--- src/rtl/live_framer_pkg.sv ---
// Shared types and constants for the live byte framer.
package live_framer_pkg;

    typedef logic [7:0] byte_t;

    // Control word bit positions; bits [3:2] are reserved.
    localparam int unsigned CTL_EN    = 0;
    localparam int unsigned CTL_FLUSH = 1;

    // Framer FSM encoding.
    typedef logic [1:0] state_t;
    localparam state_t ST_IDLE = 2'd0;
    localparam state_t ST_SEND = 2'd1;
    localparam state_t ST_GAP  = 2'd2;

endpackage

--- src/rtl/live_byte_framer_if.sv ---
// Frame byte bus: req/ack handshake carrying one byte with sop/eop markers.
//   master: drives bus_req, bus_data, bus_sop, bus_eop; samples bus_ack
//   slave : samples the frame signals; drives bus_ack
interface live_byte_framer_if;
    import live_framer_pkg::*;

    logic  bus_req;
    byte_t bus_data;
    logic  bus_sop;
    logic  bus_eop;
    logic  bus_ack;

    modport master (output bus_req, bus_data, bus_sop, bus_eop, input bus_ack);
    modport slave  (input bus_req, bus_data, bus_sop, bus_eop, output bus_ack);

endinterface

--- src/rtl/byte_fifo.sv ---
// Synchronous FIFO with combinational head read port and synchronous flush.
//   clk, reset_L : clock, async active-low reset
//   push, din    : write request and data (ignored when full unless popping)
//   pop          : read request (ignored when empty)
//   flush        : empties the FIFO; overrides push and pop
//   full_c       : decode of the occupancy register
//   level        : registered occupancy, one bit wider than the pointers
//   head_c       : entry at the read pointer
module byte_fifo #(
    parameter int unsigned DEPTH = 8,
    parameter int unsigned WIDTH = 8
) (
    input  logic                       clk,
    input  logic                       reset_L,
    input  logic                       push,
    input  logic [WIDTH-1:0]           din,
    input  logic                       pop,
    input  logic                       flush,
    output logic                       full_c,
    output logic [$clog2(DEPTH):0]     level,
    output logic [WIDTH-1:0]           head_c
);

    localparam int unsigned PTR_W = $clog2(DEPTH);
    localparam int unsigned LVL_W = PTR_W + 1;

    logic [PTR_W-1:0] wr_ptr_q, wr_ptr_d;
    logic [PTR_W-1:0] rd_ptr_q, rd_ptr_d;
    logic [LVL_W-1:0] level_q, level_d;
    logic [WIDTH-1:0] mem_q [DEPTH];
    logic             empty_c;
    logic             push_ok;
    logic             pop_ok;

    assign full_c  = (level_q == LVL_W'(DEPTH));
    assign empty_c = (level_q == '0);
    assign level   = level_q;
    assign head_c  = mem_q[rd_ptr_q];

    // A pop at full frees the slot the simultaneous push needs.
    always_comb begin
        pop_ok   = pop & ~empty_c & ~flush;
        push_ok  = push & ~flush & (~full_c | pop_ok);
        wr_ptr_d = wr_ptr_q;
        rd_ptr_d = rd_ptr_q;
        level_d  = level_q;
        if (flush) begin
            wr_ptr_d = '0;
            rd_ptr_d = '0;
            level_d  = '0;
        end else begin
            if (push_ok) wr_ptr_d = wr_ptr_q + PTR_W'(1);
            if (pop_ok)  rd_ptr_d = rd_ptr_q + PTR_W'(1);
            level_d = level_q + LVL_W'(push_ok) - LVL_W'(pop_ok);
        end
    end

    always_ff @(posedge clk or negedge reset_L) begin
        if (!reset_L) begin
            wr_ptr_q <= '0;
            rd_ptr_q <= '0;
            level_q  <= '0;
        end else begin
            wr_ptr_q <= wr_ptr_d;
            rd_ptr_q <= rd_ptr_d;
            level_q  <= level_d;
        end
    end

    // Storage array; contents are don't-care until written.
    always_ff @(posedge clk) begin
        if (push_ok) mem_q[wr_ptr_q] <= din;
    end

endmodule

--- src/rtl/live_byte_framer.sv ---
// Buffers the upstream LIVE_DATA/VALID byte stream and emits fixed-length
// frames on a req/ack byte bus. Upstream has no backpressure, so bytes
// arriving at a full FIFO are dropped and flagged in a sticky overflow bit.
//   clk, reset_L : clock, async active-low reset
//   control      : [0] enable, [1] flush (level), [3:2] reserved
//   live_data    : upstream byte, qualified by valid
//   bus          : frame byte bus (master side)
//   overflow     : sticky drop flag, cleared by flush or reset
//   level        : FIFO occupancy
module live_byte_framer
    import live_framer_pkg::*;
#(
    parameter int unsigned DEPTH     = 8,
    parameter int unsigned FRAME_LEN = 4,
    parameter int unsigned GAP       = 2
) (
    input  logic                    clk,
    input  logic                    reset_L,
    input  logic [3:0]              control,
    input  byte_t                   live_data,
    input  logic                    valid,
    live_byte_framer_if.master      bus,
    output logic                    overflow,
    output logic [$clog2(DEPTH):0]  level
);

    localparam int unsigned LVL_W = $clog2(DEPTH) + 1;
    localparam int unsigned CNT_W = $clog2(DEPTH) + 1;
    localparam int unsigned GAP_W = 4;

    state_t           state_q, state_d;
    logic [CNT_W-1:0] cnt_q, cnt_d;
    logic [GAP_W-1:0] gap_q, gap_d;
    logic             req_q, req_d;
    logic             sop_q, sop_d;
    logic             eop_q, eop_d;
    logic             ovf_q, ovf_d;
    logic             pop;
    logic             flush;
    logic             full_c;
    byte_t            head_c;
    logic             unused_ctl;

    assign unused_ctl = ^control[3:2];
    assign flush      = control[CTL_FLUSH];

    byte_fifo #(.DEPTH(DEPTH), .WIDTH(8)) u_fifo (
        .clk     (clk),
        .reset_L (reset_L),
        .push    (valid),
        .din     (live_data),
        .pop     (pop),
        .flush   (flush),
        .full_c  (full_c),
        .level   (level),
        .head_c  (head_c)
    );

    // Frame sequencing, drop detection and flush handling.
    always_comb begin
        state_d = state_q;
        cnt_d   = cnt_q;
        gap_d   = gap_q;
        req_d   = req_q;
        sop_d   = sop_q;
        eop_d   = eop_q;
        ovf_d   = ovf_q;
        pop     = 1'b0;
        if (flush) begin
            state_d = ST_IDLE;
            cnt_d   = '0;
            gap_d   = '0;
            req_d   = 1'b0;
            sop_d   = 1'b0;
            eop_d   = 1'b0;
            ovf_d   = 1'b0;
        end else begin
            pop = req_q & bus.bus_ack;
            if (valid & full_c & ~pop) ovf_d = 1'b1;
            case (state_q)
                ST_IDLE: begin
                    // A frame only starts once all of its bytes are buffered.
                    if (control[CTL_EN] && (level >= LVL_W'(FRAME_LEN))) begin
                        state_d = ST_SEND;
                        cnt_d   = '0;
                        req_d   = 1'b1;
                        sop_d   = 1'b1;
                        eop_d   = (FRAME_LEN == 1);
                    end
                end
                ST_SEND: begin
                    if (pop) begin
                        if (eop_q) begin
                            cnt_d = '0;
                            req_d = 1'b0;
                            sop_d = 1'b0;
                            eop_d = 1'b0;
                            if (GAP == 0) begin
                                state_d = ST_IDLE;
                            end else begin
                                state_d = ST_GAP;
                                gap_d   = GAP_W'(GAP - 1);
                            end
                        end else begin
                            cnt_d = cnt_q + CNT_W'(1);
                            sop_d = 1'b0;
                            eop_d = ((cnt_q + CNT_W'(1)) == CNT_W'(FRAME_LEN - 1));
                        end
                    end
                end
                ST_GAP: begin
                    if (gap_q == '0) state_d = ST_IDLE;
                    else             gap_d   = gap_q - GAP_W'(1);
                end
                default: state_d = ST_IDLE;
            endcase
        end
    end

    always_ff @(posedge clk or negedge reset_L) begin
        if (!reset_L) begin
            state_q <= ST_IDLE;
            cnt_q   <= '0;
            gap_q   <= '0;
            req_q   <= 1'b0;
            sop_q   <= 1'b0;
            eop_q   <= 1'b0;
            ovf_q   <= 1'b0;
        end else begin
            state_q <= state_d;
            cnt_q   <= cnt_d;
            gap_q   <= gap_d;
            req_q   <= req_d;
            sop_q   <= sop_d;
            eop_q   <= eop_d;
            ovf_q   <= ovf_d;
        end
    end

    // bus_data is the FIFO head, forced to zero whenever no byte is offered.
    assign bus.bus_req  = req_q;
    assign bus.bus_sop  = sop_q;
    assign bus.bus_eop  = eop_q;
    assign bus.bus_data = req_q ? head_c : '0;
    assign overflow     = ovf_q;

endmodule
--- src/flat_wrapper.sv ---
// flat-port wrapper written by rule: the top's interface ports become plain ports
module live_byte_framer_flat import live_framer_pkg::*;
#(
    parameter int unsigned DEPTH     = 8,
    parameter int unsigned FRAME_LEN = 4,
    parameter int unsigned GAP       = 2
)
  (clk, reset_L, control, live_data, valid, overflow, level, bus_bus_req, bus_bus_data, bus_bus_sop, bus_bus_eop, bus_bus_ack);
  live_byte_framer_if bus_i ();
  input  logic clk;
  input  logic reset_L;
  input  logic [3:0] control;
  input  byte_t live_data;
  input  logic valid;
  output logic overflow;
  output logic [$clog2(DEPTH):0] level;
  output wire logic [$bits(bus_i.bus_req)-1:0] bus_bus_req;
  output wire logic [$bits(bus_i.bus_data)-1:0] bus_bus_data;
  output wire logic [$bits(bus_i.bus_sop)-1:0] bus_bus_sop;
  output wire logic [$bits(bus_i.bus_eop)-1:0] bus_bus_eop;
  input wire logic [$bits(bus_i.bus_ack)-1:0] bus_bus_ack;
  assign bus_bus_req = bus_i.bus_req;
  assign bus_bus_data = bus_i.bus_data;
  assign bus_bus_sop = bus_i.bus_sop;
  assign bus_bus_eop = bus_i.bus_eop;
  assign bus_i.bus_ack = bus_bus_ack;
  live_byte_framer #(.DEPTH(DEPTH), .FRAME_LEN(FRAME_LEN), .GAP(GAP)) u_core (.clk(clk), .reset_L(reset_L), .control(control), .live_data(live_data), .valid(valid), .bus(bus_i), .overflow(overflow), .level(level));
endmodule
--- config.mk ---
export PLATFORM = sky130hd
export DESIGN_NAME = live_byte_framer_flat
export DESIGN_NICKNAME = d
export VERILOG_FILES = /design/src/rtl/live_framer_pkg.sv /design/src/rtl/live_byte_framer_if.sv /design/src/rtl/byte_fifo.sv /design/src/rtl/live_byte_framer.sv /design/src/flat_wrapper.sv
export SDC_FILE = /design/constraint.sdc
export NUM_CORES = 1
export LEC_CHECK = 0
export CORE_MARGIN = 2
export CORE_UTILIZATION = 58
export CTS_CLUSTER_SIZE = 16
export DETAILED_ROUTE_END_ITERATION = 10
export PLACE_DENSITY = 0.79
export SETUP_SLACK_MARGIN = 0.1
export SLEW_MARGIN = 5
export SYNTH_ARGS = -nofsm -noshare
export SYNTH_HDL_FRONTEND = slang
export SYNTH_HIERARCHICAL = 1
export SYNTH_SLANG_ARGS = --single-unit
--- constraint.sdc ---
create_clock -name clk -period 5.8 [get_ports clk]
set_input_delay 1.16 -clock clk [delete_from_list [all_inputs] [get_ports clk]]
set_output_delay 1.16 -clock clk [all_outputs]
set_load 0.05 [all_outputs]
==> Word level (Yosys, flattened, before mapping) <==
Memories as Yosys holds them, arrays and structs flattened.
Index checks and enable logic that the tools add are counted.
{ "op_classes": {"n_reduce_logical": 13, "mul": 0, "n_lt_le_gt_ge": 1, "n_addsub": 6, "bitwise_logic": 12, "mux": 40, "n_shift": 0, "eq_ne": 9, "div_mod_pow": 0} }
{ "ops": {"columns": ["cell", "n"], "rows": [
  ["4-bit two-way mux", 9],
  ["4-bit one-hot mux with 2 select lines", 2],
  ["1-bit two-way mux", 15],
  ["3-bit two-way mux", 4],
  ["3-bit by 2-bit != test with 1-bit output, second input constant", 4],
  ["4-bit AND reduction", 3],
  ["2-bit two-way mux", 5],
  ["4-bit logical NOT", 2],
  ["8-bit two-way mux", 1],
  ["1-bit AND", 7],
  ["3-bit by 1-bit adder with 3-bit output, second input constant", 2],
  ["1-bit one-hot mux with 2 select lines", 3],
  ["2-bit one-hot mux with 3 select lines", 1],
  ["2-bit nonzero test", 3],
  ["3-bit nonzero test", 2],
  ["4-bit by 1-bit adder with 4-bit output", 1],
  ["4-bit by 1-bit adder with 4-bit output, second input constant", 1],
  ["4-bit by 2-bit equality test with 1-bit output, second input constant", 1],
  ["4-bit equality test, second input constant", 1],
  ["4-bit by 3-bit >= comparator with 1-bit output, second input constant", 1],
  ["1-bit NOT", 4],
  ["4-bit by 1-bit subtractor with 4-bit output", 1],
  ["4-bit by 1-bit subtractor with 4-bit output, second input constant", 1],
  ["3-bit != test, second input constant", 1],
  ["6 further kinds", 6]
]} }
{ "word_totals": {"mem_count": 1, "mem_bits_rw": 64, "input_bits": 16, "elab_cells": 92, "output_inout_bits": 16, "mem_bits_ro": 0, "reg_bits": 24, "latchBits": 0} }
{ "mem_list": {"columns": ["memory", "words", "word_bits", "read_ports", "rd_clocked_by_memory_dff", "wr", "line", "source"], "rows": [
  ["u_core.u_fifo.mem_q", 8, 8, 1, 0, 1, "byte_fifo.sv:30", "logic [WIDTH-1:0] mem_q [DEPTH];"]
]} }

==> Longest topological paths before layout <==
Gate-level depths: netlist of the first run.
{ "depth": {"word_depth": 9, "mapped_depth": 10, "ltp_nobuf": 9} }

==> By module <==
Netlist of the first run, hierarchy kept.
{ "by_module_without_submodules": {"columns": ["module", "seq_area_each_um2", "instances", "area_per_inst_um2", "cells_per_inst"], "rows": [
  ["byte_fifo", 2172.1, 1, 3238.1, 181],
  ["live_byte_framer", 350.3, 1, 865.8, 95]
]} }

==> Worst setup path before layout of the first run <==
OpenSTA, ideal clock, no wires.
{ "synth_timing": {"path_type": "input port to flip-flop", "startpoint": "input port control[1]", "endpoint": "memory u_core.u_fifo.mem_q[2][0] (enable)", "path_slack_ps": 2141, "arrival_ps": 3261, "required_ps": 5402, "path_buffers": 2, "setup_time_ps": 398, "stages": 6, "path_cell_list": "clkbuf_1 > clkbuf_1 > nor2_1 > nor2b_1 > nor2_1 > nor4b_1"} }
{ "synth_via": {"elab_chain_cells": 7, "elab_cells_between_ends": 9, "cone_classes": "mux (3); bitwise (6)"} }
{ "synth_rtl": {"columns": ["item", "line", "source"], "rows": [
  ["from (decl)", "flat_wrapper.sv:12", "input logic [3:0] control;"],
  ["1-bit two-way mux", "live_byte_framer.sv:69", "if (flush) begin"],
  ["via u_core.pop", "live_byte_framer.sv:38", "logic pop;"],
  ["1-bit AND (2 in a row)", "byte_fifo.sv:42", "pop_ok = pop & ~empty_c & ~flush;"],
  ["1-bit bitwise OR", "byte_fifo.sv:43", "push_ok = push & ~flush & (~full_c | pop_ok);"],
  ["1-bit AND", "byte_fifo.sv:43", null],
  ["1-bit two-way mux", "byte_fifo.sv:72", "if (push_ok) mem_q[wr_ptr_q] <= din;"],
  ["1-bit two-way mux (implied by the code)", "byte_fifo.sv:72", null],
  ["to (decl)", "byte_fifo.sv:30", null]
]} }
The timed path passes the listed nets, and every way through them passes these cells.

==> Worst setup path in the final report of the first run <==
{ "layout_timing": {"startpoint": "register u_core.u_fifo.rd_ptr_q[1]", "endpoint": "output port bus_bus_data[4]"} }
{ "layout_via": {"elab_chain_cells": 2} }
{ "layout_rtl": {"columns": ["item", "line", "source"], "rows": [
  ["from (decl)", "byte_fifo.sv:28", "logic [PTR_W-1:0] rd_ptr_q, rd_ptr_d;"],
  ["from (signal assigned)", "byte_fifo.sv:65", "rd_ptr_q <= rd_ptr_d;"],
  ["memory 8 x 8 bit", null, null],
  ["via u_core.head_c[4]", "live_byte_framer.sv:41", "byte_t head_c;"],
  ["8-bit two-way mux", "live_byte_framer.sv:144", "assign bus.bus_data = req_q ? head_c : '0;"],
  ["to (decl)", "flat_wrapper.sv:18", "output wire logic [$bits(bus_i.bus_data)-1:0] bus_bus_data;"]
]} }
The timed path passes the listed nets, and every way through them passes these cells.

==> results of run 1 <==
[layer usage]
layer | global-route usage (%) | wire length (um)
met1 | 29.7 | 3360
met2 | 33.5 | 3680
met3 | 4.81 | 254
met4 | 9.09 | 115
met5 | 0 | 0
[layout make-up]
cell class              instances  area [um^2]  share of cell area [%]
flip-flops and latches         88         2520                    53.5
multi-input cells             161         1470                    31.1
repair buffers                 37          350                    7.43
clock buffers                  10          128                    2.71
clock inverters                 6         72.6                    1.54
well taps                      96          120                    2.55
inverters                      14         52.6                    1.12
[state kept, by name (all words and copies together) (netlist names), 2 cells and up]
register	count
u_core/u_fifo/wr_ptr_q	3
u_core/cnt_q	4
u_core/state_q	2
u_core/u_fifo/level	4
u_core/u_fifo/mem_q	64
u_core/gap_q	4
u_core/u_fifo/rd_ptr_q	3
[power by group]
group	leakage, uW	internal, uW	switching [uW]
registers	0.000908	710	37.5
clock network	0.0000979	204	219
logic	0.000640	125	193
total	0.00165	1040	449
[final timing paths]
check | from | endpoint | slack [ns] | cells after the start
max reg2reg | u_core/bus.bus_req | u_core/u_fifo/mem_q[2][3] | 2.59 | 5
min | u_core/overflow | u_core/overflow | 0.53 | 2
min in group asynchronous | reset_L | u_core/u_fifo/level[0] | 1.17 | 2
max | u_core/u_fifo/rd_ptr_q[1] | bus_bus_data[4] | 1.54 | 4
max in group asynchronous | reset_L | u_core/state_q[1] | 4.38 | 2
min reg2reg | u_core/overflow | u_core/overflow | 0.53 | 2
[cell usage after synthesis, drive strengths merged, types with 2 or more instances]
cell	instances
edfxtp	64
dfrtp	24
mux4	16
inv	14
nand2	13
nor2	13
ha	11
o21ai	10
mux2	9
a21oi	8
and2	8
nand3	8
nor3	8
buf	7
nand2b	7
clkbuf	6
nor2b	5
a31oi	4
nand4b	3
nor4	3
nor4b	3
or3b	3
xnor2	3
a22oi	2
nor3b	2
o311ai	2
o31ai	2
or3	2
[per-stage QoR]
stage / power [uW] / hold slack, ns / area, um^2
after floorplan: 971 / 0.513 / 4100
after global placement: 1070 / 0.497 / 4510
after detailed placement: 1080 / 0.513 / 4510
after CTS: 1500 / 0.533 / 4710
after global routing: 1560 / 0.537 / 4710
final: 1490 / 0.531 / 4710
[worst max-delay path: stages, from the launching register on]
cell             delay (ns)
dfrtp_1                0.94
mux4_1                 0.69
mux2_2                 0.27
and2_1                 0.15
clkdlybuf4s50_1        0.69
[kinds of logic after synthesis]
| kind of cell | count (synthesis) | share of synthesized area [%] |
|---|---|---|
| flops | 88 | 61.5 |
| simple gates | 85 | 12.3 |
| compound gates | 36 | 5.95 |
| xor+xnor | 3 | 0.640 |
| mux | 25 | 12.7 |
| buf+inv | 27 | 3.11 |
| fa+ha+maj | 12 | 3.84 |
[cells in the final DEF, fill, tap and decap left out, types with 2 or more instances in the layout]
| cell type | synthesis | layout |
|---|---|---|
| xnor2_1 | 3 | 3 |
| a31oi_1 | 4 | 4 |
| o31ai_1 | 2 | 2 |
| buf_4 | 0 | 8 |
| ha_1 | 11 | 11 |
| or3_1 | 2 | 2 |
| nor3_1 | 8 | 8 |
| nor3b_1 | 2 | 2 |
| o311ai_0 | 2 | 2 |
| a21oi_1 | 8 | 8 |
| nor2b_1 | 5 | 5 |
| nor4b_2 | 0 | 2 |
| nand2_1 | 13 | 13 |
| o21ai_0 | 10 | 10 |
| dfrtp_1 | 24 | 24 |
| and2_1 | 8 | 8 |
| mux4_1 | 16 | 16 |
| nor4_1 | 2 | 2 |
| inv_6 | 0 | 3 |
| mux2_2 | 9 | 9 |
| clkbuf_8 | 0 | 9 |
| nand3_1 | 8 | 8 |
| clkdlybuf4s50_1 | 0 | 29 |
| nor2_1 | 13 | 13 |
| edfxtp_1 | 64 | 64 |
| inv_1 | 14 | 14 |
| nand2b_1 | 7 | 7 |
| nand4b_1 | 3 | 3 |
==> impl_metrics.toml, run 1 <==
[synth]
ys_ff_latch = 88
async_flop_share_pct = 27.3
syn_area_mm2 = 0.00410
synth_enable_flop_cells = 64
yosys_warnings = 6
ys_seq_area_share_pct = 61.5
syn_nets = 304
netlist_instances = 276
synth_top_area_share_pct = 46.8
yosys.area.top_type = "edfxtp_1"
synth_area_per_cell_um2 = 14.9
ys_top_cells_by_area = "edfxtp_1 (47%), dfrtp_1 (15%), mux4_1 (10%)"
synth_cell_types = 51
synth_flop_cell = "edfxtp_1"

[job]
maxCapViolations = 0

[clock_network]
cts_tree = "built"
postCtsSetupRepairBufs = 0
cts_buffers = 9
clock_latency_ns = 0.36
htree_levels = 3
path_clk_slew_ns = 0.08
postCtsResizedCells = 0
cts_root_buf = "clkbuf_8"
ctsHoldBuffers = 0
cts_num_sinks = 88
cts_buffer_depth = 2

[placement]
io_buffers = 29
dp_hpwl_um = 4810
placed_cells = 396
gp_congestion = 0.752
dpl_worst_slack_ns = 1.64

[global_route]
grtUsageTotal_pct = 21.5
grt_pass1_vias = 2355
grt_pass1_wl_um = 12100
antenna_found_initial = 0
grt_max_degree = 37
overflow = 0

[detailed_routing]
drt-initial-drc-count = 167
drt_wl_total_um = 7410
post-route-drc-count = 0
routedWlPerCell_um = 18.0
vias_per_cell = 5.88
via_count = 2421
firstDrtPassIters = 4
ant_nets = 0

[critical_path]
cp.arrival_ns = 3.10
path_max_fanout = 18
start_kind = "register"
cp-end-kind = "output port"
crit_type = "reg -> out"
crit_required_ns = 4.64

[layout]
area_growth_pct = 14.8
post_route_cells_drive_above_1_share_pct = 13.3
final_nets = 339
final_core_utilization_pct = 69.0
fillers = 480
stdcell_count = 412
diodes = 0

[sta]
finalHoldViolCount = 0
fin_crit_ns = 4.26
setup_viol = 0
tightest_slew_ns = 1.08
clock_skew_ns = 0.0119
fmax_ghz = 0.235
grt_setup_unrepaired = "false"
slew_headroom_pct = 27.9
fin_ws_ns = 1.54
finalCritPeriodShare_pct = 73.4
timing.final.max_slew_violations = 0
tns_ns = 0

[run_status]
status = "finished clean"

[pwr]
peakVddDrop_mv = 0.171
power.density_mw_per_mm2 = 316
leakage_uw = 0.00165

[die]
core_mm2 = 0.00683
dieArea_mm2 = 0.00776
die_h_um = 88.1
initial_utilization_pct = 60.1
die_w_um = 88.1
rows = 30
io_pins = 32

[worst_hold_path]
hp-class = "reg -> reg"
(Power assumes the default switching activity.)
==> inputs of run 2 (changes only) <==
==> constraint.sdc (replaced) <==
create_clock -name clk -period 4.4 [get_ports clk]
set_input_delay 0.88 -clock clk [delete_from_list [all_inputs] [get_ports clk]]
set_output_delay 0.88 -clock clk [all_outputs]
set_load 0.05 [all_outputs]
==> run 2 against run 1 <==
- via count fell by 0.29%
- critical path depth rose by 1
- cell area increased by 1.3%
==> impl_metrics.toml, run 2 (synthesized netlist as in run 1, its figures left out) <==
[critical_path]
crit_buf_inv = 2
path_max_fanout = 16
crit_start = "u_core/u_fifo/rd_ptr_q[1]"
crit_type = "reg -> out"
crit_family = "buffers and inverters"
rr_endpoint = "u_core/u_fifo/mem_q[6][4]"
reg2reg_slack_ns = 1.65
timing.rr.start = "u_core/bus.bus_req"
cp.arrival_ns = 2.77
cp-end-kind = "output port"
start_kind = "register"
slowest_stage = "clkdlybuf4s50_1"
rr_worst_depth = 6
crit_required_ns = 3.52
critical_path.max_stage_delay_ns = 0.71
path_cells = "buf_4 -> mux4_1 -> mux2_2 -> and2_1 -> clkdlybuf4s50_1"

[global_route]
overflow = 0
grt_pass1_vias = 2379
grtUsageTotal_pct = 20.9
grt_max_degree = 22
grt_pass1_wl_um = 12100
antenna_found_initial = 0

[sta]
grt_setup_unrepaired = "false"
tns_ns = 0
timing.final.max_slew_violations = 0
slew_headroom_pct = 49.9
tightest_slew_ns = 0.750
holdWs_ns = 0.527
clock_skew_ns = 0.00875
fmax_ghz = 0.274
finalCritPeriodShare_pct = 82.9
fin_crit_ns = 3.65
setup_viol = 0
finalHoldViolCount = 0

[run_status]
status = "finished clean"

[placement]
dp_hpwl_um = 4770
io_buffers = 29
gp_congestion = 0.766
placed_cells = 399

[layout]
final_core_utilization_pct = 69.9
regMostFlops = "u_core/u_fifo/mem_q"
final_cell_mix = "edfxtp_1 (64), clkdlybuf4s50_1 (29), dfrtp_1 (24)"
post_route_cells_drive_above_1_share_pct = 14.2
fillers = 481
largest_register_ffs = 64
stdcell_count = 414
multi_input_area_mm2 = 0.00147
final_nets = 342
diodes = 0
area_growth_pct = 16.3
layout_commonest_cell = "edfxtp_1"
regArea_mm2 = 0.00252

[detailed_routing]
firstDrtPassIters = 4
vias_per_cell = 5.83
drt-initial-drc-count = 171
drt_wl_total_um = 7450
via_count = 2414
ant_nets = 0
post-route-drc-count = 0
routedWlPerCell_um = 18.0

[worst_hold_path]
hp-class = "reg -> reg"
holdPathEnd = "u_core/overflow"
min-delay-start = "u_core/overflow"
holdPathStages = 2

[die]
core_mm2 = 0.00683
die_w_um = 88.1
rows = 30
dieArea_mm2 = 0.00776
initial_utilization_pct = 60.1
io_pins = 32
die_h_um = 88.1

[clock_network]
cts_root_buf = "clkbuf_8"
cts_num_sinks = 88
cts_buffers = 9
ctsHoldBuffers = 0
htree_levels = 3
postCtsSetupRepairBufs = 0
clock_latency_ns = 0.35
path_clk_slew_ns = 0.08
postCtsResizedCells = 0
cts_tree = "built"
cts_buffer_depth = 2

[pwr]
power.density_mw_per_mm2 = 433
leakage_uw = 0.00168
peakVddDrop_mv = 0.214

[job]
maxCapViolations = 0
run 2: changes by cell type in the layout (fill, tap and decap cells not counted):
| cell | delta |
|---|---|
| clkinv_4 | -1 |
| buf_4 | +3 |
| clkbuf_1 | -1 |
| bufinv_16 | +2 |
| inv_6 | -1 |
run 2: where the power goes:
| group | internal [uW] | total [uW] | leakage (uW) | switching, uW |
|---|---|---|---|---|
| logic | 164 | 420 | 0.000656 | 256 |
| clock network | 378 | 662 | 0.000116 | 284 |
| registers | 936 | 985 | 0.000908 | 49.8 |
| total | 1480 | 2070 | 0.00168 | 589 |
run 2: layout make-up:
cell class,instances,share of cell area (%)
multi-input combinational,161,30.7
tap,96,2.52
sequential,88,52.8
clock buffer,9,2.60
inverter,14,1.10
clock inverter,6,2.41
timing repair buffer,40,7.81
run 2: through the flow:
| step | power [uW] | setup WS (ns) | cell area [um^2] |
|---|---|---|---|
| after CTS | 2080 | 0.746 | 4770 |
| after global placement | 1410 | 1.03 | 4530 |
| after floorplan | 1280 | 1.02 | 4100 |
| final | 2070 | 0.752 | 4770 |
| after global routing | 2150 | 0.659 | 4770 |
| after detailed placement | 1420 | 0.927 | 4530 |
run 2: worst max path at each step:
| stage | endpoint | cells after the start | slack (ns) |
|---|---|---|---|
| 2_1_floorplan | u_core/u_fifo/mem_q[2][0] | 6 | 1.02 |
| 3_3_place_gp | u_core/u_fifo/mem_q[2][1] | 6 | 1.03 |
| 3_5_place_dp | u_core/u_fifo/mem_q[6][1] | 6 | 0.93 |
| 4_1_cts | bus_bus_data[7] | 5 | 0.75 |
| 5_1_grt | bus_bus_data[7] | 5 | 0.66 |
| 6_report | bus_bus_data[7] | 5 | 0.75 |
run 2: tightest hold or removal path, cell delays in order, from the launching register on:
cell and delay (ns):
dfrtp_1 0.36, a31oi_1 0.04, nor2_1 0.08
run 2: per-layer routing:
metal  wire (um)  GRT usage, %
met1        3350          29.0
met2        3730          34.2
met3         283          3.20
met4          85          7.16
met5           0             0
==> inputs of run 3 (changes only) <==
--- a/config.mk
+++ b/config.mk
@@ -6,10 +6,10 @@
 export NUM_CORES = 1
 export LEC_CHECK = 0
 export CORE_MARGIN = 2
-export CORE_UTILIZATION = 58
+export CORE_UTILIZATION = 52
 export CTS_CLUSTER_SIZE = 16
 export DETAILED_ROUTE_END_ITERATION = 10
-export PLACE_DENSITY = 0.79
+export PLACE_DENSITY = 0.75
 export SETUP_SLACK_MARGIN = 0.1
 export SLEW_MARGIN = 5
 export SYNTH_ARGS = -nofsm -noshare
==> constraint.sdc (replaced) <==
create_clock -name clk -period 3 [get_ports clk]
set_input_delay 0.6 -clock clk [delete_from_list [all_inputs] [get_ports clk]]
set_output_delay 0.6 -clock clk [all_outputs]
set_load 0.05 [all_outputs]
==> run 3 against run 2 <==
- global-route usage down 2.3 points
- via count up 0.62%
- worst hold slack better by 0.0039 ns
- sequential cell count unchanged
- clock power up 19%
- register-to-register slack worse by 1.2 ns
- wire length down 0.60%
- clock skew up 0.0014 ns
- total power up 38%
- non-clock buffer count up 7
- critical path type unchanged
- largest cell class unchanged
- highest routed layer unchanged
==> impl_metrics.toml, run 3 (synthesized netlist as in run 1, its figures left out) <==
[detailed_routing]
vias_per_cell = 5.68
drt-initial-drc-count = 154
firstDrtPassIters = 4
ant_nets = 0
via_count = 2429
post-route-drc-count = 0
drt_wl_total_um = 7410
routedWlPerCell_um = 17.3

[layout]
regMostFlops = "u_core/u_fifo/mem_q"
layout_commonest_cell = "edfxtp_1"
stdcell_count = 428
post_route_cells_drive_above_1_share_pct = 19.0
regArea_mm2 = 0.00252
final_nets = 349
multi_input_area_mm2 = 0.00147
fillers = 592
largest_register_ffs = 64
final_cell_mix = "edfxtp_1 (64), buf_4 (25), dfrtp_1 (23)"
final_core_utilization_pct = 62.2
area_growth_pct = 16.4
diodes = 0

[critical_path]
crit_required_ns = 2.40
reg2reg_slack_ns = 0.48
rr_worst_depth = 7
crit_type = "reg -> out"
path_cells = "buf_6 -> mux4_1 -> mux2_2 -> and2_1 -> buf_4"
crit_path_end = "bus_bus_data[0]"
slowest_stage = "mux4_1"
crit_family = "multiplexers"
crit_buf_inv = 2
rr_endpoint = "u_core/u_fifo/level[1]"
timing.rr.start = "u_core/u_fifo/level[2]"
cp.arrival_ns = 2.19
crit_start = "u_core/u_fifo/rd_ptr_q[1]"
start_kind = "register"
critical_path.max_stage_delay_ns = 0.61
cp.depth = 5
cp-end-kind = "output port"
path_max_fanout = 18

[clock_network]
ctsHoldBuffers = 0
postCtsSetupRepairBufs = 0
postCtsResizedCells = 0
cts_root_buf = "clkbuf_8"
cts_tree = "built"
htree_levels = 3
cts_num_sinks = 88
clock_latency_ns = 0.35
cts_buffer_depth = 2
path_clk_slew_ns = 0.10
cts_buffers = 9

[pwr]
peakVddDrop_mv = 0.472
p_seq_share_pct = 50.4
combPwrFrac_pct = 22.0
p_int_uw = 1940
power_frac_clock_pct = 27.7
netSwitchingFraction_pct = 31.8
leakage_uw = 0.00171
p_switching_uw = 908
power.density_mw_per_mm2 = 597

[die]
initial_utilization_pct = 53.4
core_mm2 = 0.00769
die_h_um = 92.8
dieArea_mm2 = 0.00862
io_pins = 32
rows = 32
die_w_um = 92.8

[global_route]
overflow = 0
grt_pass1_vias = 2415
grt_pass1_wl_um = 12200
grtUsageTotal_pct = 18.6
antenna_found_initial = 0
grt_max_degree = 25

[sta]
setup_viol = 0
fmax_ghz = 0.358
clock_skew_ns = 0.0102
finalCritPeriodShare_pct = 93.1
finalHoldViolCount = 0
fin_crit_ns = 2.79
timing.final.max_slew_violations = 0
tightest_slew_ns = 0.538
slew_headroom_pct = 64.1
grt_setup_unrepaired = "false"

[placement]
placed_cells = 412
gp_congestion = 0.748
dp_hpwl_um = 4930
io_buffers = 29

[run_status]
status = "finished clean"

[job]
maxCapViolations = 0

[worst_hold_path]
hp-class = "reg -> reg"
run 3: cell count changes in the layout (fill, tap and decap cells not counted), moves of 2 or more:
cell             previous run  this run
buf_4                      11        25
inv_8                       0         3
clkinv_4                    0         2
clkdlybuf4s50_1            29        21
bufinv_16                   3         0
inv_6                       2         0
run 3: worst min path at each step:
stage	slack, ns	cells past startpoint	start	to
after global placement	0.50	2	u_core/overflow	u_core/overflow
final	0.53	2	u_core/overflow	u_core/overflow
after detailed placement	0.51	2	u_core/overflow	u_core/overflow
after CTS	0.53	2	u_core/overflow	u_core/overflow
after global routing	0.56	2	u_core/overflow	u_core/overflow
after floorplan	0.30	0	reset_L	u_core/bus.bus_eop
run 3: stage by stage:
| stage | area (um^2) | setup slack [ns] | TNS, ns | hold slack (ns) | total power [uW] |
|---|---|---|---|---|---|
| 5_1_grt | 4780 | 0.125 | 0 | 0.563 | 2990 |
| 3_5_place_dp | 4570 | 0.209 | 0 | 0.510 | 2090 |
| 3_3_place_gp | 4570 | 0.219 | 0 | 0.497 | 2080 |
| 4_1_cts | 4770 | 0.105 | 0 | 0.533 | 2880 |
| 2_1_floorplan | 4100 | -0.132 | -2.50 | 0.304 | 1880 |
| 6_report | 4780 | 0.208 | 0 | 0.531 | 2850 |
run 3: power groups by stage:
stage | sequential [uW] | combinational [uW] | clock [uW]
3_5_place_dp | 1460 | 629 | 0
2_1_floorplan | 1530 | 350 | 0
3_3_place_gp | 1460 | 620 | 0
5_1_grt | 1450 | 681 | 866
4_1_cts | 1440 | 631 | 811
6_report | 1440 | 627 | 790
run 3: layout make-up:
class	instances	share of cell area (%)
repair buffers	47	8.56
flip-flops and latches	88	52.8
clock buffers	9	2.59
inverters	14	1.10
multi-input cells	161	30.7
clock inverters	7	1.57
well taps	102	2.67
run 3: worst register-to-register path, stage by stage, from the launching register on:
cell	delay [ns]
dfrtp_1	0.41
inv_1	0.11
ha_1	0.22
or3b_2	0.50
o311ai_0	0.38
ha_1	0.26
fa_1	0.41
nor2b_1	0.13
run 3: routing by layer:
metal	GRT usage, %	up-vias	routed length [um]
li1	-	1162	-
met3	4.39	9	293
met5	0	-	0
met4	5.76	0	99
met2	29.5	40	3600
met1	25.8	1218	3410
==> edit 1, RTL diff (flow settings as in run 2) <==
Reset style: synchronous (`reset_L`), changed in 2 clocked blocks. Comments in the files are not updated.
--- a/src/rtl/byte_fifo.sv
+++ b/src/rtl/byte_fifo.sv
@@ -56,5 +56,5 @@
     end
 
-    always_ff @(posedge clk or negedge reset_L) begin
+    always_ff @(posedge clk) begin
         if (!reset_L) begin
             wr_ptr_q <= '0;
--- a/src/rtl/live_byte_framer.sv
+++ b/src/rtl/live_byte_framer.sv
@@ -118,5 +118,5 @@
     end
 
-    always_ff @(posedge clk or negedge reset_L) begin
+    always_ff @(posedge clk) begin
         if (!reset_L) begin
             state_q <= ST_IDLE;
Function: differs if reset_L is asserted again (counterexample within 4 cycles, from zero or initial values and one cycle with reset_L low); with reset_L held inactive, the same outputs for 10 cycles.
==> edit 1 against run 2 <==
  * Setup slack gained 0.10 ns
  * Count of clock-buffer cells in the layout increased by 4
  * Utilization shrank 2.1 points
  * Synthesized area is 3.9% lower
  * Sequential cell count increased by 3
  * Routed wire length is 6.1% lower
  * Via count down 5.1%
  * Die area shrank 3.7%
  * Final area is 5.2% lower
  * Sequential share of layout area up 1.6 points
  * Largest cell class unchanged
Power is not compared: it rests on default switching activity, and its combinational part moved more than twofold at a synthesized area within 25%.
==> edit 1: results (changes against run 2) <==
Filler cells 464 (was 481); cells after synthesis 272 (was 276); first-pass GRT wire length 11090 µm (was 12060 µm); drt wl/cell 17.67 µm (was 18.00 µm); FF-to-FF path depth 10 (was 6); Worst R2R Setup Slack 1.77 ns (was 1.65 ns); DR iter-0 viols 150 (was 171); status finished, final reports clean (unchanged); hold_sp u_core/bus.bus_sop (was u_core/overflow); Worst Tran Pin Value 0.7840 ns (was 0.7498 ns); DRT met1 WL 3103 µm (was 3349 µm); post-synthesis mux area share 13.61% (was 12.71%); Post-synth top cells 64 x edfxtp_1, 27 x dfxtp_1, 19 x nor2_1 (was 64 x edfxtp_1, 24 x dfrtp_1, 16 x mux4_1); Hold EP u_core/bus.bus_sop (was u_core/overflow); cell count after placement 380 (was 399); worst clock skew 0.008341 ns (was 0.008747 ns); top-area cell type share of the netlist area 48.72% (was 46.83%); distinct cell type count of the synthesized netlist 44 (was 51); fraction of layout cells with a size suffix above 1 12.03% (was 14.15%); nets 338 (was 342); gpl congestion 0.7804 (was 0.7657); pre-CTS setup slack 1.078 ns (was 0.9273 ns); post-synthesis compound-gate area fraction 5.550% (was 5.945%); CTS H-tree lvls 3 (unchanged); total track usage 20.26% (was 20.89%); HPWL Detailed 4637 µm (was 4769 µm); largest net degree at the start of global routing 17 (was 22); ys async rst share 0% (was 27.27%); reg2reg start u_core/bus.bus_req (unchanged); leading post-synthesis cells by cell area edfxtp_1 49%, dfxtp_1 14%, mux4_1 10% (was edfxtp_1 47%, dfrtp_1 15%, mux4_1 10%); vias in the first global route 2229 (was 2379); FF-to-FF End u_core/u_fifo/level[2] (was u_core/u_fifo/mem_q[6][4]); largest reg by FF count u_core/u_fifo/mem_q (unchanged); Hold Slack 0.4701 ns (was 0.5269 ns)
-- edit 1: cell count changes after synthesis, sizes merged, moves of 3 or more --
cell    before  now
a21oi        8   16
mux2i        0    3
nor2        13   19
inv         14   11
nor3         8    3
clkbuf       6    3
nor4b        3    0
nand2       13   16
nand3        8    5
o21ai       10    7
dfxtp        0   27
dfrtp       24    0
-- edit 1: through the flow --
stage	cell area [µm²]	total power [mW]
4_1_cts	4527	1.515
5_1_grt	4527	1.552
6_report	4527	1.501
3_3_place_gp	4335	0.9876
3_5_place_dp	4335	0.9900
2_1_floorplan	3945	0.9625
-- edit 1: area by class of cell --
| class | instances | area, µm² | area share, % |
|---|---|---|---|
| Multi-Input combinational cell | 161 | 1381 | 30.51 |
| Inverter | 11 | 41.29 | 0.9121 |
| Clock buffer | 13 | 172.7 | 3.814 |
| Tap cell | 80 | 100.1 | 2.211 |
| Sequential cell | 91 | 2462 | 54.39 |
| Timing Repair Buffer | 37 | 350.3 | 7.739 |
| Clock inverter | 3 | 18.77 | 0.4146 |
-- edit 1: logic make-up after synthesis --
kind of cell | count (synthesis)
compound gates | 36
xor+xnor | 3
fa+ha+maj | 11
buf+inv | 20
flops | 91
mux | 27
simple gates | 84
-- edit 1: worst max-delay path by stage --
stage	start	endpoint	slack, ns	cells past startpoint
floorplan	bus_bus_ack	u_core/u_fifo/mem_q[0][0]	1.40	5
global placement	bus_bus_ack	u_core/u_fifo/level[2]	1.09	11
detailed placement	bus_bus_ack	u_core/u_fifo/level[2]	1.08	11
CTS	register	bus_bus_data[7]	0.79	4
global route	register	bus_bus_data[7]	0.75	4
finish	register	bus_bus_data[7]	0.85	5
-- edit 1: layer usage --
layer  global-route usage (%)  up-vias
met4                    7.670        0
met2                    31.82       41
met5                        0        -
met1                    27.55     1119
met3                    5.143        9
li1                         -     1121
-- edit 1: power groups by stage --
stage	logic [mW]	clock network (mW)	registers [mW]
finish	0.0484	0.531	0.922
global route	0.0529	0.577	0.923
CTS	0.0486	0.545	0.922
detailed placement	0.0482	0	0.942
global placement	0.0462	0	0.941
floorplan	0.0195	0	0.943
-- edit 1: worst max-delay path, delay by kind of cell, from the launching register on --
| family | cells | cell delay [ns] |
|---|---|---|
| mux | 2 | 0.85 |
| buf+inv | 2 | 0.97 |
| simple gates | 1 | 0.17 |
| flops | 1 | 0.32 |
==> edit 2, RTL diff (flow settings as in run 2) <==
Made on the original files. `DEPTH` is set to 8 in 3 places; all go to 4.
--- a/src/rtl/byte_fifo.sv
+++ b/src/rtl/byte_fifo.sv
@@ -8,5 +8,5 @@
 //   head_c       : entry at the read pointer
 module byte_fifo #(
-    parameter int unsigned DEPTH = 8,
+    parameter int unsigned DEPTH = 4,
     parameter int unsigned WIDTH = 8
 ) (
--- a/src/rtl/live_byte_framer.sv
+++ b/src/rtl/live_byte_framer.sv
@@ -11,5 +11,5 @@
     import live_framer_pkg::*;
 #(
-    parameter int unsigned DEPTH     = 8,
+    parameter int unsigned DEPTH     = 4,
     parameter int unsigned FRAME_LEN = 4,
     parameter int unsigned GAP       = 2
--- a/src/flat_wrapper.sv
+++ b/src/flat_wrapper.sv
@@ -2,5 +2,5 @@
 module live_byte_framer_flat import live_framer_pkg::*;
 #(
-    parameter int unsigned DEPTH     = 8,
+    parameter int unsigned DEPTH     = 4,
     parameter int unsigned FRAME_LEN = 4,
     parameter int unsigned GAP       = 2
Ports: changed (resized level); port bits go from 32 to 31. The function was not compared with the original's and may differ.
==> edit 2 against run 2 <==
  * Routed wire length fell by 42%
  * Final area decreased by 40%
  * Highest routed layer unchanged
  * Total power down 46%
  * Combinational power shrank 57%
  * Synthesized area fell by 41%
  * Sequential cell count is 36 lower
  * Critical endpoint is now bus_bus_data[2]
  * Clock skew fell by 0.0023 ns
  * Setup slack improved by 0.28 ns
==> edit 2: results (changes against run 2) <==
slowest library cell on the worst path dfrtp_1 (was clkdlybuf4s50_1); Multi-input gate area 912.1 µm² (was 0.001466 mm²); Yosys warnings 6 (unchanged); Synth Flop Type edfxtp_1 (unchanged); DR vias 1441 (was 2414); IR Drop Worst-Case VDD 0.2118 mV (was 0.2142 mV); clock buffer count from CTS 5 (was 9); clock group power 378 µW (was 662 µW); Filler cells 259 (was 481); clock root buffer clkbuf_8 (unchanged); vias in the first global route 1349 (was 2379); status finished, final reports clean (unchanged); Post-synth top cells 32 x edfxtp_1, 20 x dfrtp_1, 12 x and2_1, 12 x nor2_1, 9 x ha_1 (was 64 x edfxtp_1, 24 x dfrtp_1, 16 x mux4_1); nets 223 (was 342); largest net degree at the start of global routing 25 (was 22); ys async rst share 38.46% (was 27.27%); Synth Area in XOR/XNOR 1.805% (was 0.6402%); Post-CTS Setup Inserts 0 (unchanged); CTS max path bufs 2 (unchanged); distinct cell type count of the synthesized netlist 45 (was 51); Worst Path Max Fanout 10 (was 16); total track usage 20.48% (was 20.89%); delay of the slowest cell on the worst path 0.72 ns; DRT Wirelength 4349 µm (was 7452 µm); leading post-synthesis cells by cell area edfxtp_1 40%, dfrtp_1 21%, mux4_2 7.4% (was edfxtp_1 47%, dfrtp_1 15%, mux4_1 10%); combinational share of power 16.0% (was 20.3%); number of port buffers 28 (was 29); Vias/cell 5.810 (was 5.831); Worst path top cell family by delay flip-flops (was buffers and inverters); Area after DPL 0.002754 mm² (was 0.004534 mm²); DRT Pass-1 Iters 4 (unchanged); first-pass GRT wire length 6762 µm (was 12060 µm); min-delay worst type reg -> reg (unchanged); antenna violations before repair 0 (unchanged); post-synthesis mux area share 9.799% (was 12.71%); Mapped Nets 192 (was 304); Clock Latency Late Sink 0.31 ns (was 0.35 ns); pre-CTS setup slack 0.9944 ns (was 0.9273 ns); Worst Tran Pin Value 0.9304 ns (was 0.7498 ns); worst clock skew 0.006456 ns (was 0.008747 ns); Synth Area per Inst 14.61 µm² (was 14.87 µm²); Sw Pwr 282.0 µW (was 588.9 µW); adder-cell share of the synthesized area 5.467% (was 3.841%); Seq/Total Area, Yosys 60.24% (was 61.46%); Worst-path clk slew 0.09 ns; HPWL Detailed 3057 µm (was 4769 µm); post-synthesis compound-gate area fraction 6.601% (was 5.945%); total of cells resized after clock tree synthesis 0 (unchanged); Crit path arrival time 2.49 ns (was 2.77 ns); fraction of layout cells with a size suffix above 1 12.12% (was 14.15%); Diodes inserted 0 (unchanged); gpl congestion 0.7952 (was 0.7657); Leak Pwr 1.124 nW (was 1.681 nW); cell count after placement 240 (was 399); CTS H-tree lvls 2 (was 3); DR iter-0 viols 74 (was 171); EDFF count, synth 32 (was 64); Regs by FF count u_core/u_fifo/mem_q (32), u_core/gap_q (4)
## edit 2: cell types whose count changed after synthesis, sizes merged, moves of 6 or more
cell / delta
nand3: -7
mux4: -8
inv: -6
nor3: -6
o21ai: -7
nand2: -11
mux2: -6
buf: -6
edfxtp: -32
## edit 2: final timing paths
kind	slack (ns)	start	to	cells past startpoint
worst min register to register	0.52	u_core/overflow	u_core/overflow	2
max in group asynchronous	2.74	reset_L	u_core/u_fifo/wr_ptr_q[0]	1
worst max-delay path	1.03	u_core/u_fifo/rd_ptr_q[0]	bus_bus_data[2]	3
min in group asynchronous	1.09	reset_L	u_core/gap_q[3]	1
worst min-delay path	0.52	u_core/overflow	u_core/overflow	2
worst max register to register	1.76	u_core/bus.bus_req	u_core/u_fifo/level[2]	10
## edit 2: cells by family (layout without fill, tap and decap cells)
logic type / Yosys count / count (layout)
AOI/OAI and AO/OA: 20 / 20
xor gates and xnor gates: 5 / 5
adders and majority gates: 10 / 10
buffers and inverters: 13 / 45
DFF: 52 / 52
muxes: 13 / 13
and+or+nand+nor: 53 / 53
## edit 2: layout make-up
type                            instances  area share, %
Sequential cell                        52          50.63
Multi-Input combinational cell        101          31.60
Timing Repair Buffer                   29          9.970
Clock buffer                            6          2.514
Tap cell                               50          2.167
Clock inverter                          2          2.081
Inverter                                8          1.040
## edit 2: layer usage
metal	share of wire [%]	vias to the layer above	GRT usage [%]
li1	-	686	-
met1	45	712	28.64
met2	49	33	31.01
met3	4.1	10	4.058
met4	1.9	0	9.750
met5	0	-	0
## edit 2: stage by stage
stage | power [mW] | hold WS [ns]
6_report | 1.118 | 0.5168
5_1_grt | 1.158 | 0.5530
4_1_cts | 1.126 | 0.5233
3_5_place_dp | 0.7519 | 0.5038
3_3_place_gp | 0.7449 | 0.4960
2_1_floorplan | 0.6815 | 0.5011
